File: config.mk
export PLATFORM = sky130hd
export DESIGN_NAME = mux_rr_arbiter_flat
export DESIGN_NICKNAME = d
export VERILOG_FILES = /design/src/rtl/mux_rr_arbiter_pkg.sv /design/src/rtl/mux_rr_arbiter_if.sv /design/src/rtl/mux_rr_arbiter_mux2.sv /design/src/rtl/mux_rr_arbiter.sv /design/src/flat_wrapper.sv
export SDC_FILE = /design/constraint.sdc
export NUM_CORES = 1
export LEC_CHECK = 0
export ABC_AREA = 1
export ABC_CLOCK_PERIOD_IN_PS = 1700
export CAP_MARGIN = 20
export CELL_PAD_IN_SITES_DETAIL_PLACEMENT = 1
export CELL_PAD_IN_SITES_GLOBAL_PLACEMENT = 1
export CORE_ASPECT_RATIO = 1.25
export CORE_MARGIN = 5
export CORE_UTILIZATION = 33
export CTS_BUF_LIST = sky130_fd_sc_hd__clkbuf_4
export DETAILED_ROUTE_END_ITERATION = 7
export PLACE_DENSITY_LB_ADDON = 0.1
export SYNTH_ARGS = -nofsm -noshare
export SYNTH_HDL_FRONTEND = slang
export SYNTH_HIERARCHICAL = 1
export SYNTH_SLANG_ARGS = --single-unit
File: constraint.sdc
create_clock -name clk -period 1.7 [get_ports clk]
set_input_delay 0.34 -clock clk [delete_from_list [all_inputs] [get_ports clk]]
set_output_delay 0.34 -clock clk [all_outputs]
set_load 0.02 [all_outputs]
File: src/rtl/mux_rr_arbiter_pkg.sv
// mux_arb_pkg: grant states and source encodings shared by the round-robin mux arbiter
package mux_arb_pkg;
  typedef enum logic [1:0] {IDLE, GNT_A, GNT_B} arb_state_t;
  localparam logic SRC_A = 1'b0;
  localparam logic SRC_B = 1'b1;
endpackage

File: src/rtl/mux_rr_arbiter_if.sv
// mux_rr_arbiter_if: two requester legs in, one registered output bus out
interface mux_rr_arbiter_if #(parameter int WIDTH = 4);
  logic             req_a;
  logic             req_b;
  logic [WIDTH-1:0] data_a;
  logic [WIDTH-1:0] data_b;
  logic             grant_a;
  logic             grant_b;
  logic             sel;
  logic [WIDTH-1:0] out_data;
  logic             out_valid;
  logic             out_src;
  modport master (output req_a, req_b, data_a, data_b,
                  input grant_a, grant_b, sel, out_data, out_valid, out_src);
  modport slave (input req_a, req_b, data_a, data_b,
                 output grant_a, grant_b, sel, out_data, out_valid, out_src);
endinterface

File: src/rtl/mux_rr_arbiter_mux2.sv
// mux2_w: WIDTH-bit 2-to-1 mux, s=0 picks x, s=1 picks y
module mux2_w #(parameter int WIDTH = 4) (
  input  logic             s,
  input  logic [WIDTH-1:0] x,
  input  logic [WIDTH-1:0] y,
  output logic [WIDTH-1:0] m
);
  assign m = s ? y : x;
endmodule

File: src/rtl/mux_rr_arbiter.sv
// mux_rr_arbiter: round-robin grant FSM with bounded hold sharing one 2-to-1 mux onto a registered output
module mux_rr_arbiter
  import mux_arb_pkg::*;
#(
  parameter int WIDTH    = 4,
  parameter int MAX_HOLD = 4
) (
  input logic              clk,
  input logic              rst_n,
  mux_rr_arbiter_if.slave  bus
);
  localparam int HW = $clog2(MAX_HOLD + 1);
  localparam logic [HW-1:0] HOLD_MAX = HW'(MAX_HOLD - 1);
  arb_state_t       state_q, state_d;
  logic             last_q, last_d;
  logic [HW-1:0]    hold_q, hold_d;
  logic [WIDTH-1:0] out_data_q, out_data_d, mux_out;
  logic             out_valid_q, out_valid_d;
  logic             out_src_q, out_src_d;
  logic             sel, mine, other, beat;
  assign sel   = state_q == GNT_B;
  assign mine  = sel ? bus.req_b : bus.req_a;
  assign other = sel ? bus.req_a : bus.req_b;
  assign beat  = (state_q != IDLE) && mine;
  mux2_w #(.WIDTH(WIDTH)) u_mux (.s(sel), .x(bus.data_a), .y(bus.data_b), .m(mux_out));
  // last only changes when a granted side gives up the bus, so IDLE ties alternate
  always_comb begin
    state_d = state_q;
    last_d  = last_q;
    hold_d  = hold_q;
    if (state_q == IDLE)
      state_d = (bus.req_a && bus.req_b) ? ((last_q == SRC_B) ? GNT_A : GNT_B) :
                bus.req_a ? GNT_A : bus.req_b ? GNT_B : IDLE;
    else if (!mine || (other && hold_q == HOLD_MAX))
      state_d = other ? (sel ? GNT_A : GNT_B) : IDLE;
    else
      hold_d = (hold_q == HOLD_MAX) ? hold_q : hold_q + 1'b1;
    if (state_d != state_q) begin
      hold_d = '0;
      last_d = (state_q == IDLE) ? last_q : sel;
    end
    out_valid_d = beat;
    out_data_d  = beat ? mux_out : out_data_q;
    out_src_d   = beat ? sel : out_src_q;
  end
  always_ff @(posedge clk or negedge rst_n)
    if (!rst_n) begin
      state_q     <= IDLE;
      last_q      <= SRC_B;
      hold_q      <= '0;
      out_data_q  <= '0;
      out_valid_q <= 1'b0;
      out_src_q   <= SRC_A;
    end else begin
      state_q     <= state_d;
      last_q      <= last_d;
      hold_q      <= hold_d;
      out_data_q  <= out_data_d;
      out_valid_q <= out_valid_d;
      out_src_q   <= out_src_d;
    end
  assign bus.grant_a   = state_q == GNT_A;
  assign bus.grant_b   = sel;
  assign bus.sel       = sel;
  assign bus.out_data  = out_data_q;
  assign bus.out_valid = out_valid_q;
  assign bus.out_src   = out_src_q;
endmodule

File: src/flat_wrapper.sv
// flat-port wrapper written by rule: the top's interface ports become plain ports
module mux_rr_arbiter_flat import mux_arb_pkg::*;
#(
  parameter int WIDTH    = 4,
  parameter int MAX_HOLD = 4
)
  (clk, rst_n, bus_req_a, bus_req_b, bus_data_a, bus_data_b, bus_grant_a, bus_grant_b, bus_sel, bus_out_data, bus_out_valid, bus_out_src);
  mux_rr_arbiter_if #(.WIDTH(WIDTH)) bus_i ();
  input logic clk;
  input logic rst_n;
  input wire logic [$bits(bus_i.req_a)-1:0] bus_req_a;
  input wire logic [$bits(bus_i.req_b)-1:0] bus_req_b;
  input wire logic [$bits(bus_i.data_a)-1:0] bus_data_a;
  input wire logic [$bits(bus_i.data_b)-1:0] bus_data_b;
  output wire logic [$bits(bus_i.grant_a)-1:0] bus_grant_a;
  output wire logic [$bits(bus_i.grant_b)-1:0] bus_grant_b;
  output wire logic [$bits(bus_i.sel)-1:0] bus_sel;
  output wire logic [$bits(bus_i.out_data)-1:0] bus_out_data;
  output wire logic [$bits(bus_i.out_valid)-1:0] bus_out_valid;
  output wire logic [$bits(bus_i.out_src)-1:0] bus_out_src;
  assign bus_i.req_a = bus_req_a;
  assign bus_i.req_b = bus_req_b;
  assign bus_i.data_a = bus_data_a;
  assign bus_i.data_b = bus_data_b;
  assign bus_grant_a = bus_i.grant_a;
  assign bus_grant_b = bus_i.grant_b;
  assign bus_sel = bus_i.sel;
  assign bus_out_data = bus_i.out_data;
  assign bus_out_valid = bus_i.out_valid;
  assign bus_out_src = bus_i.out_src;
  mux_rr_arbiter #(.WIDTH(WIDTH), .MAX_HOLD(MAX_HOLD)) u_core (.clk(clk), .rst_n(rst_n), .bus(bus_i));
endmodule
### Yosys cells after proc, flatten, opt, wreduce, memory -nomap -nowiden

Cells that the tools add are included.

| storage, ports and cells | value |
|---|---|
| word-level logic and storage cells | 39 |
| output and inout port bits | 9 |
| flip-flop bits (word level) | 12 |

| cells by class | value |
|---|---|
| muxes and demuxes | 15 |
| add/sub/neg operators | 1 |
| bitwise operators | 1 |
| reductions and logical operators | 9 |
| eq/ne operators | 7 |

Operator list:

| kind | count |
|---|---|
| 2-bit 2-to-1 mux | 8 |
| 3-bit 2-to-1 mux | 4 |
| 4-bit 2-to-1 mux | 1 |
| 2-bit != test (second input constant) | 2 |
| 3-bit by 1-bit adder with 3-bit output (second input constant) | 1 |
| 3-bit by 2-bit == test with 1-bit output (second input constant) | 1 |
| 1-bit logical AND | 3 |
| 3-bit AND reduction | 1 |
| 2-bit by 1-bit == test with 1-bit output (second input constant) | 1 |
| 2-bit == test (second input constant) | 1 |
| 2-bit zero test | 1 |
| 1-bit 2-to-1 mux | 2 |
| 2-bit by 1-bit != test with 1-bit output (second input constant) | 1 |
| 2-bit != test | 1 |
| 2-bit AND reduction | 1 |
| 2-bit nonzero test | 1 |
| 1-bit zero test | 1 |
| 1-bit logical OR | 1 |
| 1-bit NOT | 1 |

### Logic depth before layout (Yosys ltp)

| logic depth | value |
|---|---|
| word-level depth | 9 |
| gate-level depth with buffers | 11 |

### By module

Netlist, hierarchy kept.

By module, submodules not included:

| module | area an instance (µm²) | instances | sequential area each (µm²) | cells an instance |
|---|---|---|---|---|
| mux_rr_arbiter | 650.6 | 1 | 301.5 | 80 |
| mux2_w | 48.8 | 1 | 0.0 | 13 |

### Worst setup path before layout

Ideal clock, no wire load.

| timing path | value |
|---|---|
| kind | reg-to-reg |
| start point | register u_core.hold_q[0] |
| end point | register u_core.hold_q[1] |
| library setup time | 0.078 ns |
| clock period less this slack | 1.509 ns |
| arrival | 1.432 ns |
| setup slack | 0.191 ns |
| data required time | 1.622 ns |
| stages on the path, launching flop included | 8 |
| cell sequence | dfrtp_1 ha_1 ha_1 or2_1 nand4_1 nand2_1 nand3b_1 a21oi_1 |

| on the way | value |
|---|---|
| word-level cells in the longest chain between the ends | 8 |
| elaborated cells between the ends (all ways) | 15 |

Ends and longest elaborated chain:

| what | RTL line | text |
|---|---|---|
| start: declaration | mux_rr_arbiter.sv:16 | `logic [HW-1:0] hold_q, hold_d;` |
| start signal: assignment | mux_rr_arbiter.sv:57 | `hold_q <= hold_d;` |
| 3-bit by 2-bit == test with 1-bit output | mux_rr_arbiter.sv:34, mux_rr_arbiter.sv:37 |  |
| 1-bit logical AND | mux_rr_arbiter.sv:34 | `else if (!mine \|\| (other && hold_q == HOLD_MAX))` |
| 1-bit logical OR | mux_rr_arbiter.sv:34 |  |
| 2-bit 2-to-1 mux | mux_rr_arbiter.sv:34 |  |
| 2-bit 2-to-1 mux | mux_rr_arbiter.sv:31 | `if (state_q == IDLE)` |
| 2-bit != test | mux_rr_arbiter.sv:38 | `if (state_d != state_q) begin` |
| 2-bit != test (no source line) / 2-bit by 1-bit != test with 1-bit output (equally long branches) | n/a |  |
| 3-bit AND reduction (no source line) | n/a |  |

Parallel ways exist; a longest one is shown, timed or not. The select of a mux whose other input is x is not followed.
A chain may end at the register's enable or synchronous reset.

### Worst setup path in the final report

| timing path | value |
|---|---|
| start point | register u_core.hold_q[0] |
| end point | register u_core.hold_q[2] |

Same word-level chain as after synthesis.

==> impl_metrics.py <==
metrics = {
    "synth": {
        "synth_edf_count": 0,
        "synthesis.instances": 93,
        "synth_ff_type": "dfrtp_1",
        "syn_avg_cell_area_sq_um": 7.521,
        "ys_seq_area_share_pct": 43.11,
        "ys_warn_count": 6,
        "syn_area_sq_um": 699.4,
        "ys_ff_latch": 12,
        "syn_nets": 107,
        "async_reset_ff_share_pct": 100.0,
        "ys_types": 22,
    },
    "timing": {
        "rsz0062_at_grt": "false",
        "drv_slew": 0,
        "slew_headroom_pct": 64.71,
        "hold_violations": 0,
        "worst_slack_ns": 0.08646,
        "tns_ns": 0,
        "period_share_pct": 94.91,
        "whs_ns": 0.4181,
        "skew_ns": 0.006324,
        "setup_viol": 0,
        "fmax_ghz": 0.6198,
        "worst_slew_pin_slew_ns": 0.5277,
        "finalCriticalPeriod_ns": 1.614,
    },
    "clocking": {
        "clk_latency_ns": 0.26,
        "h-tree-depth": 1,
        "cts_tree": "yes",
        "cts.reportedPaths.clkPinSlew_ns": 0.07,
        "clock_path_buffers": 2,
        "numCtsBuffers": 3,
        "root_buffer": "clkbuf_4",
        "cts_hold_buf": 0,
        "cts.sinks": 12,
    },
    "drt": {
        "wirelength_mm": 1.863,
        "ant_nets": 0,
        "post-route-drc-count": 0,
        "firstDrtPassIters": 4,
        "wl_per_cell_microns": 12.50,
        "viasPerCell": 4.718,
        "vias": 703,
        "dr.first_iter.drc_count": 10,
    },
    "job": {
        "maxCapViolations": 0,
    },
    "hold_path": {
        "min-delay-path-class": "in -> async",
    },
    "floorplan": {
        "start_util_pct": 34.89,
        "boundaryPins": 21,
        "rows": 18,
        "fp.dieArea_sq_um": 3146,
        "die_w_microns": 51.18,
        "core_area_sq_um": 2004,
        "die_y_microns": 61.47,
    },
    "finish": {
        "diodes": 0,
        "n_fill_cell": 263,
        "final_nets": 144,
        "finalNonFillerCells": 149,
        "area_delta_synth_final_pct": 52.77,
        "final_layout_size_suffix_gt1_share_pct": 24.81,
    },
    "critical_path": {
        "cp.arrival_ns": 1.81,
        "rr_worst_depth": 7,
        "worstSetupPathType": "reg -> reg",
        "startpoint_type": "flop",
        "cp_data_required_time_ns": 1.90,
        "endpoint_kind": "flop",
        "r2r_setup_slack_ns": 0.09,
        "crit_fanout": 3,
    },
    "global_routing": {
        "overflow": 0,
        "track_usage_pct": 13.50,
        "grt_pass1_wl_mm": 3.187,
        "antenna_found_initial": 0,
        "grt_pass1_vias": 767,
        "grt_max_degree": 13,
    },
    "power_and_ir_drop": {
        "power_density_nw_per_um2": 1755,
        "p_leak_nw": 0.5576,
        "power_mw": 1.876,
        "vdd_drop_max_mv": 0.8117,
    },
    "placement": {
        "place_hpwl_mm": 1.531,
        "dp_slack_ns": -0.09221,
        "place_congestion": 0.7482,
        "dpl.cell_count": 143,
        "io_buffer_count": 20,
    },
    "status": {
        "status": "complete, no violations",
    },
}
## synth_stat cells (2+ instances only)
cell type | n | share of area, %
nand2_1 | 36 | 19
dfrtp_1 | 11 | 39
inv_1 | 11 | 5.9
nand3_1 | 5 | 3.6
a21oi_1 | 4 | 2.9
nor2_1 | 4 | 2.1
inv_2 | 3 | 1.6
nand2_2 | 3 | 2.7
ha_1 | 2 | 3.6
nand3b_1 | 2 | 2.1
## metrics by stage
step	instance area (sq um)	utilization (%)
3_3_place_gp	999.7	49.88
3_5_place_dp	999.7	49.88
6_report	1069	53.31
5_1_grt	1069	53.31
2_1_floorplan	699.4	-
4_1_cts	1026	51.19
## what timing repair did
item	CTS	global route
pin swaps	0	1
hold endpoints to repair	0	0
endpoints found under the setup margin	3	4
gates resized for setup	3	6
setup buffers	0	2
## path summary, 6_finish.rpt
kind,startpoint,end
max in group asynchronous,rst_n,u_core/last_q
min,rst_n,u_core/bus.out_valid
max,u_core/hold_q[0],u_core/hold_q[2]
min in group clk,u_core/bus.out_data[1],u_core/bus.out_data[1]
min reg2reg,u_core/bus.out_data[1],u_core/bus.out_data[1]
max reg2reg,u_core/hold_q[0],u_core/hold_q[2]
## logic make-up after synthesis
| group | share of synthesized area, % |
|---|---|
| and+or+nand+nor | 37.21 |
| buffers and inverters | 8.587 |
| DFF | 43.11 |
| AOI/OAI and AO/OA | 6.262 |
| adders and majority gates | 3.577 |
| xor gates and xnor gates | 1.252 |
## where the power goes
group          internal [mW]  switching (mW)  leakage [nW]
registers              0.413          0.0675         0.150
clock network          0.107          0.0855        0.0184
logic                  0.517           0.686         0.389
## placed cells by master (no fill, tap or decap), types with 2 or more instances in the layout
| cell | n |
|---|---|
| a21oi_1 | 2 |
| clkdlybuf4s50_1 | 17 |
| nand2_2 | 3 |
| nand3_1 | 4 |
| a21oi_2 | 2 |
| nand3b_1 | 2 |
| clkbuf_4 | 4 |
| nor2_1 | 4 |
| buf_4 | 13 |
| dfrtp_1 | 11 |
| dlygate4sd2_1 | 3 |
| inv_2 | 3 |
| nand3_2 | 2 |
| nand2_1 | 36 |
| inv_1 | 11 |
## area by class of cell
type	instances	area [sq um]	share of cell area, %
clock buffers	4	30.03	2.810
inverters	14	52.55	4.918
multi-input cells	66	365.4	34.19
flip-flops and latches	12	301.5	28.22
well taps	20	25.02	2.342
repair buffers	33	294.0	27.52
## critical path, stage by stage, from the launching register on
cell      delay [ns]
dfrtp_1         0.40
ha_2            0.21
ha_4            0.17
or2_1           0.24
nand4_1         0.08
nand2_1         0.07
nand3b_1        0.24
a21oi_2         0.14
## routing by layer
metal  wire, microns  up-vias  global-route usage, %
met4               6        0                  4.615
met3              61        2                  2.906
met1             802      331                  14.73
met5               0        -                      0
li1                -      360                      -
met2             992       10                  25.78
## registers in the layout (all words and copies together) (netlist names)
name / flops
u_core/bus.out_data: 4
u_core/bus.out_src: 1
u_core/bus.out_valid: 1
u_core/hold_q: 3
u_core/last_q: 1
u_core/state_q: 2
Power figures use the tool's default switching activity.
